**config.mk**
```make
export PLATFORM = sky130hd
export DESIGN_NAME = datapath_seq
export DESIGN_NICKNAME = d
export VERILOG_FILES = /design/src/rtl/datapath_seq.sv
export SDC_FILE = /design/constraint.sdc
export NUM_CORES = 1
export LEC_CHECK = 0
export CORE_MARGIN = 2
export CORE_UTILIZATION = 62
export DETAILED_ROUTE_END_ITERATION = 8
export PLACE_DENSITY = 0.83
export SYNTH_ARGS = -nofsm -noshare
export SYNTH_HDL_FRONTEND = slang
export SYNTH_SLANG_ARGS = --single-unit
```
**constraint.sdc**
```tcl
create_clock -name clk -period 14.3 [get_ports clk]
set_clock_uncertainty 0.1 [all_clocks]
set_input_delay 2.145 -clock clk [delete_from_list [all_inputs] [get_ports clk]]
set_output_delay 2.145 -clock clk [all_outputs]
set_load 0.02 [all_outputs]
```
**src/rtl/datapath_seq.sv**
```systemverilog
// datapath_seq: command-driven ALU datapath with a small register file.
// A command is accepted in IDLE, evaluated in EXEC and presented in DONE
// until the consumer takes it. The register file can also be loaded
// externally at any time, and a writeback to the same entry takes priority.
module datapath_seq #(
    parameter int WIDTH = 8,
    parameter int NREGS = 4,
    localparam int RW    = $clog2(NREGS),
    localparam int SEL_W = $clog2(NREGS + 4),
    localparam int CMD_W = 4 + 2 * SEL_W + RW + 1
) (
    input  logic               clk,
    input  logic               rst,
    input  logic               cmd_valid,
    output logic               cmd_ready,
    input  logic [CMD_W-1:0]   cmd,
    input  logic [WIDTH-1:0]   din_a,
    input  logic [WIDTH-1:0]   din_b,
    input  logic               ld_en,
    input  logic [RW-1:0]      ld_addr,
    input  logic [WIDTH-1:0]   ld_data,
    output logic               out_valid,
    input  logic               out_ready,
    output logic [WIDTH-1:0]   dout_high,
    output logic [WIDTH-1:0]   dout_low,
    output logic               zero,
    output logic               error,
    output logic [WIDTH-1:0]   op_count
);

    typedef enum logic [1:0] {IDLE, EXEC, DONE} state_t;

    state_t               state_q, state_d;
    logic [3:0]           op_q;
    logic [RW-1:0]        dst_q;
    logic                 wb_q;
    logic [WIDTH-1:0]     opa_q, opb_q;
    logic [WIDTH-1:0]     opa_d, opb_d;
    logic [WIDTH-1:0]     rf_q [NREGS];
    logic [2*WIDTH-1:0]   dout_q;
    logic                 zero_q, err_q;
    logic [WIDTH-1:0]     cnt_q;
    logic [2*WIDTH:0]     alu_w;
    logic [2*WIDTH-1:0]   res_w;
    logic                 res_err_w;
    logic                 accept_w;

    // Command field decode: {op, srca, srcb, dst, wb}, op at the MSB end.
    logic [3:0]       cmd_op;
    logic [SEL_W-1:0] cmd_srca, cmd_srcb;
    logic [RW-1:0]    cmd_dst;
    logic             cmd_wb;
    assign cmd_op   = cmd[CMD_W-1 -: 4];
    assign cmd_srca = cmd[CMD_W-5 -: SEL_W];
    assign cmd_srcb = cmd[CMD_W-5-SEL_W -: SEL_W];
    assign cmd_dst  = cmd[RW:1];
    assign cmd_wb   = cmd[0];

    // ALU: operands zero-extended to 2*WIDTH; returns {error, result}.
    function automatic logic [2*WIDTH:0] alu_f(input logic [3:0] op,
                                               input logic [WIDTH-1:0] a,
                                               input logic [WIDTH-1:0] b);
        logic [2*WIDTH-1:0] ax, bx, r;
        logic               e;
        ax = {{WIDTH{1'b0}}, a};
        bx = {{WIDTH{1'b0}}, b};
        r  = '0;
        e  = 1'b0;
        case (op)
            4'd0:  r = ax + bx;
            4'd1:  begin r = ax - bx; e = (a < b); end
            4'd2:  r = ax * bx;
            4'd3:  if (b == '0) e = 1'b1; else r = {a % b, a / b};
            4'd4:  r = ax & bx;
            4'd5:  r = ax | bx;
            4'd6:  r = ax ^ bx;
            4'd7:  r = {{WIDTH{1'b0}}, ~a};
            4'd8:  r = ax << b;
            4'd9:  r = ax >> b;
            4'd10: r = ax;
            default: e = 1'b1;
        endcase
        return {e, r};
    endfunction

    assign alu_w     = alu_f(op_q, opa_q, opb_q);
    assign res_w     = alu_w[2*WIDTH-1:0];
    assign res_err_w = alu_w[2*WIDTH];
    assign accept_w  = (state_q == IDLE) && cmd_valid;

    // Operand select for both sources: regfile, external inputs, or last result.
    always_comb begin
        opa_d = '0;
        opb_d = '0;
        for (int i = 0; i < NREGS; i++) begin
            if (cmd_srca == SEL_W'(i)) opa_d = rf_q[i];
            if (cmd_srcb == SEL_W'(i)) opb_d = rf_q[i];
        end
        if (cmd_srca == SEL_W'(NREGS))     opa_d = din_a;
        if (cmd_srca == SEL_W'(NREGS + 1)) opa_d = din_b;
        if (cmd_srca == SEL_W'(NREGS + 2)) opa_d = dout_q[WIDTH-1:0];
        if (cmd_srca == SEL_W'(NREGS + 3)) opa_d = dout_q[2*WIDTH-1:WIDTH];
        if (cmd_srcb == SEL_W'(NREGS))     opb_d = din_a;
        if (cmd_srcb == SEL_W'(NREGS + 1)) opb_d = din_b;
        if (cmd_srcb == SEL_W'(NREGS + 2)) opb_d = dout_q[WIDTH-1:0];
        if (cmd_srcb == SEL_W'(NREGS + 3)) opb_d = dout_q[2*WIDTH-1:WIDTH];
    end

    // Controller state register.
    always_ff @(posedge clk or posedge rst) begin
        if (rst) state_q <= IDLE;
        else     state_q <= state_d;
    end

    // Controller next-state and handshake outputs.
    always_comb begin
        state_d   = state_q;
        cmd_ready = 1'b0;
        out_valid = 1'b0;
        case (state_q)
            IDLE: begin
                cmd_ready = !rst;
                if (cmd_valid) state_d = EXEC;
            end
            EXEC: state_d = DONE;
            DONE: begin
                out_valid = 1'b1;
                if (out_ready) state_d = IDLE;
            end
            default: state_d = IDLE;
        endcase
    end

    // Datapath: operand capture on accept, result/writeback on EXEC, external loads anytime.
    always_ff @(posedge clk or posedge rst) begin
        if (rst) begin
            op_q   <= '0;
            dst_q  <= '0;
            wb_q   <= 1'b0;
            opa_q  <= '0;
            opb_q  <= '0;
            dout_q <= '0;
            zero_q <= 1'b0;
            err_q  <= 1'b0;
            cnt_q  <= '0;
            for (int i = 0; i < NREGS; i++) rf_q[i] <= '0;
        end else begin
            if (ld_en) rf_q[ld_addr] <= ld_data;
            if (accept_w) begin
                op_q  <= cmd_op;
                dst_q <= cmd_dst;
                wb_q  <= cmd_wb;
                opa_q <= opa_d;
                opb_q <= opb_d;
            end
            if (state_q == EXEC) begin
                dout_q <= res_w;
                err_q  <= res_err_w;
                zero_q <= (res_w == '0) && !res_err_w;
                cnt_q  <= cnt_q + 1'b1;
                // Placed after the load so a same-address writeback wins.
                if (wb_q && !res_err_w) rf_q[dst_q] <= res_w[WIDTH-1:0];
            end
        end
    end

    assign dout_high = dout_q[2*WIDTH-1:WIDTH];
    assign dout_low  = dout_q[WIDTH-1:0];
    assign zero      = zero_q;
    assign error     = err_q;
    assign op_count  = cnt_q;

endmodule

```
# ---- Yosys cells after proc, flatten, opt, wreduce, memory -nomap -nowiden
# Cells that the tools add are included.
dict set report op_classes {
  mux 34
  addsub 3
  shifts 2
  n_eq_ne 28
  order_cmp 5
  n_div 2
  multipliers 1
  n_reduce_logical 15
  bitwise 6
}
# operator n
set ops {}
lappend ops {{$pmux W16 S11} 1}
lappend ops {{$mux W8} 18}
lappend ops {{$mux W32} 3}
lappend ops {{$bwmux W32} 2}
lappend ops {{$demux W8 S2} 2}
lappend ops {{$eq A3 B3 Y1 const B} 8}
lappend ops {{$eq A4 B3 Y1 const B} 4}
lappend ops {{$logic_not A16 Y1} 1}
lappend ops {{$mul A8 B8 Y16} 1}
lappend ops {{$mux W16} 1}
lappend ops {{$shl A8 B8 Y16} 1}
lappend ops {{$shr A8 B8 Y16} 1}
lappend ops {{$eq A3 B2 Y1 const B} 4}
lappend ops {{$eq A4 B4 Y1 const B} 3}
lappend ops {{$add A8 B8 Y9} 1}
lappend ops {{$reduce_or A9 Y1} 1}
lappend ops {{$sub A8 B8 Y9} 1}
lappend ops {{$add A8 B1 Y8 const B} 1}
lappend ops {{$and A8 B8 Y8} 1}
lappend ops {{$div A8 B8 Y8} 1}
lappend ops {{$eq A4 B2 Y1 const B} 2}
lappend ops {{$logic_not A8 Y1} 1}
lappend ops {{$lt A8 B8 Y1} 1}
lappend ops {{$mod A8 B8 Y8} 1}
lappend ops {{other kinds (21)} 35}
dict set report totals {
  register_bits 83
  elab_cells 110
  output_inout_bits 28
  input_bits 44
}

# ---- Longest topological paths before layout
dict set report depth {
  depth_word 10
  ltp_mapped 58
  mapped_depth_nobuf 52
}

# ---- Worst setup path before layout
# OpenSTA, ideal clock, no wires.
dict set report synth_timing {
  path_type {register to register}
  start {register opb_q[0]}
  end {register zero_q (netlist: zero)}
  required_time_ps 14134
  path_stages_with_launch 50
  path_buffers 4
  arrival_ps 11840
  setup_ps 66
  period_less_slack_ps 12007
  path_slack_ps 2293
  cell_sequence {dfrtp_1 -> buf_2 -> buf_2 -> buf_2 -> inv_1 -> ha_1 -> a21oi_1 -> ha_1 -> o21a_1 -> o311ai_0 -> o211a_1 -> ha_1 -> a21oi_1 -> nand3_1 -> and2_2 -> mux2_4 -> ha_1 -> or3_1 -> [... 14 more ...] -> and2b_2 -> a221o_1 -> ha_1 -> and3_1 -> a221oi_1 -> o2bb2ai_1 -> mux2i_1 -> a21o_1 -> ha_1 -> a21o_1 -> a2111o_1 -> o22ai_1 -> nor2_1 -> nor4_1 -> and3_1 -> nand4_1 -> nor4_1 -> a32o_2}
}
dict set report synth_between {
  elab_chain_cells 5
  word_cells_on_any_way 19
  cone_classes {2 x add/sub; 1 x mul; 2 x div; 1 x order compare; 2 x shift; 4 x mux; 3 x bitwise; 4 x reduce/logical}
}
# item line_no
set synth_rtl {}
lappend synth_rtl {{from (decl)} 37} ;# logic [WIDTH-1:0] opa_q, opb_q;
lappend synth_rtl {{from (signal assigned)} 154} ;# opb_q <= opb_d;
lappend synth_rtl {{$div A8 B8 Y8, or another cell as far along} 73} ;# 4'd3: if (b == '0) e = 1'b1; else r = {a % b, a / b};
lappend synth_rtl {{$mux W16 / $mux W1 (equally long branches)} 73}
lappend synth_rtl {{$pmux W16 S11 / $pmux W1 S3 (equally long branches)} 69} ;# case (op)
lappend synth_rtl {{$logic_not A16 Y1 / $logic_not A1 Y1 (equally long branches)} 159} ;# zero_q <= (res_w == '0) && !res_err_w;
lappend synth_rtl {{$logic_and A1 B1 Y1 *} 159}
lappend synth_rtl {{to (signal assigned)} 159}
lappend synth_rtl {{to (decl)} 41} ;# logic zero_q, err_q;
# Mark *: on every way between the ends. The rest lies on a longest branch, timed or not.
# A chain may end at the register's enable or synchronous reset.

# ---- Worst setup path after layout
dict set report layout_timing {
  start {register opb_q[5]}
  end {register zero_q (netlist: zero)}
}
# Same word-level chain as after synthesis.

==> run summary <==
Grt ovf - 0
H-Tree Depth - 3
Vias/cell - 6.76
Die Width - 135 um
Reg-to-reg startpoint - opb_q[5]$_DFFE_PP0P_
Commonest cells in the netlist - 150 x nand2_1, 117 x o21ai_0, 112 x nor2_1
Reg2Reg Setup Slack - 0.87 ns
Initial antenna violation count - 0
Initial drt markers - 1,605
Fin util - 71.0%
CP Capture Type - flop
Setup TNS - 0 ns
Status - finished, final reports clean
Worst EP arrival - 13.57 ns
Hpwl dp - 25,900 um
Max Slew Vio Count - 0
Clock buffer depth - 2
Top FF cell, synth - dfrtp_1
Slew Limit Headroom - 22.2%
Inserted Diodes - 0
Post-Synth Adder-Cell Area - 19.1%
Row count - 47
CTS tree - yes
Final worst slack - 0.866 ns
Post-layout min period - 13.43 ns
Post-Synth XOR/XNOR Area - 3.14%
Inserted Clock Buffers - 9
Top-count cell post-synth - nand2_1
IO Count - 72
Fin. Hold Viols - 0
Net Count, Synth - 1,487
Die area - 18,200 um^2
Area leader, netlist - dfrtp_1
RD Place Congestion - 1.06
Core Box Area - 16,600 um^2
Residual DRC - 0
Synth Area in Compound Gates - 21.5%
Routed WL - 35,100 um
Vias in the first global route - 10,043
DR WL/cell - 22.4 um
Worst Hold Launch - op_count[7]$_DFFE_PP0N_
Post-CTS Resized - 0
First-pass GRT wire length - 54,400 um
Clock Latency Late Sink - 0.35 ns
Max Cap Viol - 0
Yosys warns - 0
CTS Hold Buffers Added - 0
Hold worst-path end - op_count[7]$_DFFE_PP0N_
CP max stage cell - o311ai_0
RSZ-0062 raised after global routing - false
Max Fclk - 74.4 MHz
Critical Path Max Stage Delay - 0.62 ns
Reg2reg end - zero$_DFFE_PP0N_
Post-Place Setup Slack - 1.17 ns
Worst-path fanout max - 16
Area share of the largest cell type after synthesis - 19.6%
Hold Path Class - reg2reg
Synth area leaders - dfrtp_1 20%, ha_1 12%, fa_1 7.4%
Mux share of post-synthesis cell area - 12.1%
Fin crit share - 93.9%
CP most frequent cell - ha_1
Post-CTS setup buffers - 0
Pre-Repair DR Iteration Count - 6
Reg2Reg Depth - 49
Die H - 135 um
Num Clock Sinks - 83
EDFF count, synth - 0
Nets - 1,528
Slew at the pin with the worst max-slew slack - 1.16 ns
Distinct cells, synth - 80
DR vias - 10,609
Initial Util - 63.8%
Avg Inst Size Synth - 8.14 um^2
Post-synthesis simple-gate area fraction - 18.0%
Worst EP required - 14.43 ns
Crit Path Class - reg2reg
Largest net degree at the start of global routing - 84
Clk root buf - clkbuf_16
Sequential area share after synthesis - 19.6%
Area grow syn2layout - 11.3%
Post-route cell area - 11,800 um^2
Final ANT Viol Nets - 0
Worst hold stages - 1
Final setup viols - 0
Worst setup SP type - flop
Tot GR Track Use - 38.7%
Mapped Cells - 1,304
Cell Area, Placed - 11,500 um^2
Proportion of layout cells with a drive suffix above 1 - 7.70%
Syn Std Cell Area - 10,600 um^2
Largest family of logic cells by synthesized area - compound AO/OA/AOI/OAI gates
Register bit total from synthesis - 83
Port Buffers - 71
Ys async rst share - 100%
Clk slew on worst S/H paths - 0.06 ns
-- cells in the final DEF, fill, tap and decap left out, drive strengths merged, types with 5 or more instances in the layout --
master,count
nand2,151
and3,11
ha,100
o21a,10
nand4,6
fa,39
nor2b,19
clkinv,5
dfrtp,83
xor2,16
mux2,34
o211ai,7
a221oi,6
inv,89
a221o,7
mux4,5
nor4,12
xnor2,22
and2,5
clkbuf,12
mux2i,78
a31oi,8
a22oi,19
nand2b,15
a21oi,74
a211oi,19
a21o,28
buf,31
nor2,112
nor3,24
o22ai,6
nor3b,7
o21ai,117
nand3,15
clkdlybuf4s50,71
or3,10
o31ai,7
-- worst max path at each step --
stage                    startpoint               end  slack, ns
3_3_place_gp   opb_q[5]$_DFFE_PP0P_  zero$_DFFE_PP0N_       1.69
5_1_grt        opb_q[5]$_DFFE_PP0P_  zero$_DFFE_PP0N_       0.20
6_report       opb_q[5]$_DFFE_PP0P_  zero$_DFFE_PP0N_       0.87
3_5_place_dp   opb_q[5]$_DFFE_PP0P_  zero$_DFFE_PP0N_       1.17
4_1_cts        opb_q[5]$_DFFE_PP0P_  zero$_DFFE_PP0N_       1.14
2_1_floorplan  opb_q[0]$_DFFE_PP0P_  zero$_DFFE_PP0N_       2.29
-- logic make-up after synthesis --
logic type	Yosys count
flops	83
xor+xnor	38
fa+ha+maj	139
simple gates	408
buf+inv	164
mux	117
compound gates	355
-- metal layers --
| layer | share of wire (%) | global-route usage (%) | wire, um |
|---|---|---|---|
| met3 | 12 | 8.48 | 4100 |
| met4 | 4.9 | 18.2 | 1730 |
| met2 | 44 | 59.0 | 15400 |
| met1 | 40 | 52.4 | 13900 |
| met5 | 0 | 0 | 0 |
-- final cells by class --
class / instances / area [um^2]
Fill cell: 1360 / 4830
Inverter: 92 / 347
Clock buffer: 12 / 236
Clock inverter: 4 / 73.8
Timing Repair Buffer: 102 / 943
Sequential cell: 83 / 2080
Tap cell: 220 / 275
Multi-Input combinational cell: 1057 / 7860
-- metrics by stage --
| stage | cells | hold slack (ns) |
|---|---|---|
| floorplan | 1304 | 0.403 |
| global placement | 1554 | 0.358 |
| detailed placement | 1554 | 0.372 |
| CTS | 1570 | 0.380 |
| global route | 1570 | 0.386 |
| finish | 1570 | 0.376 |
-- worst max-delay path: cells and delay by family, from the launching register on --
kind | cells | cell delay [ns]
AOI/OAI and AO/OA | 21 | 5.89
adders and majority gates | 7 | 2.20
buffers and inverters | 4 | 0.70
DFF | 1 | 0.50
muxes | 4 | 1.04
and+or+nand+nor | 13 | 2.87
-- flip-flops by register name, indices dropped and copies added (netlist names) --
| register | count |
|---|---|
| opa_q | 8 |
| dst_q | 2 |
| wb_q | 1 |
| zero | 1 |
| dout_q | 16 |
| state_q | 2 |
| error | 1 |
| op_count | 8 |
| rf_q | 32 |
| op_q | 4 |
| opb_q | 8 |
Power is not shown: default switching activity piles up to over one toggle a cycle in this logic, so the estimate is an artifact.
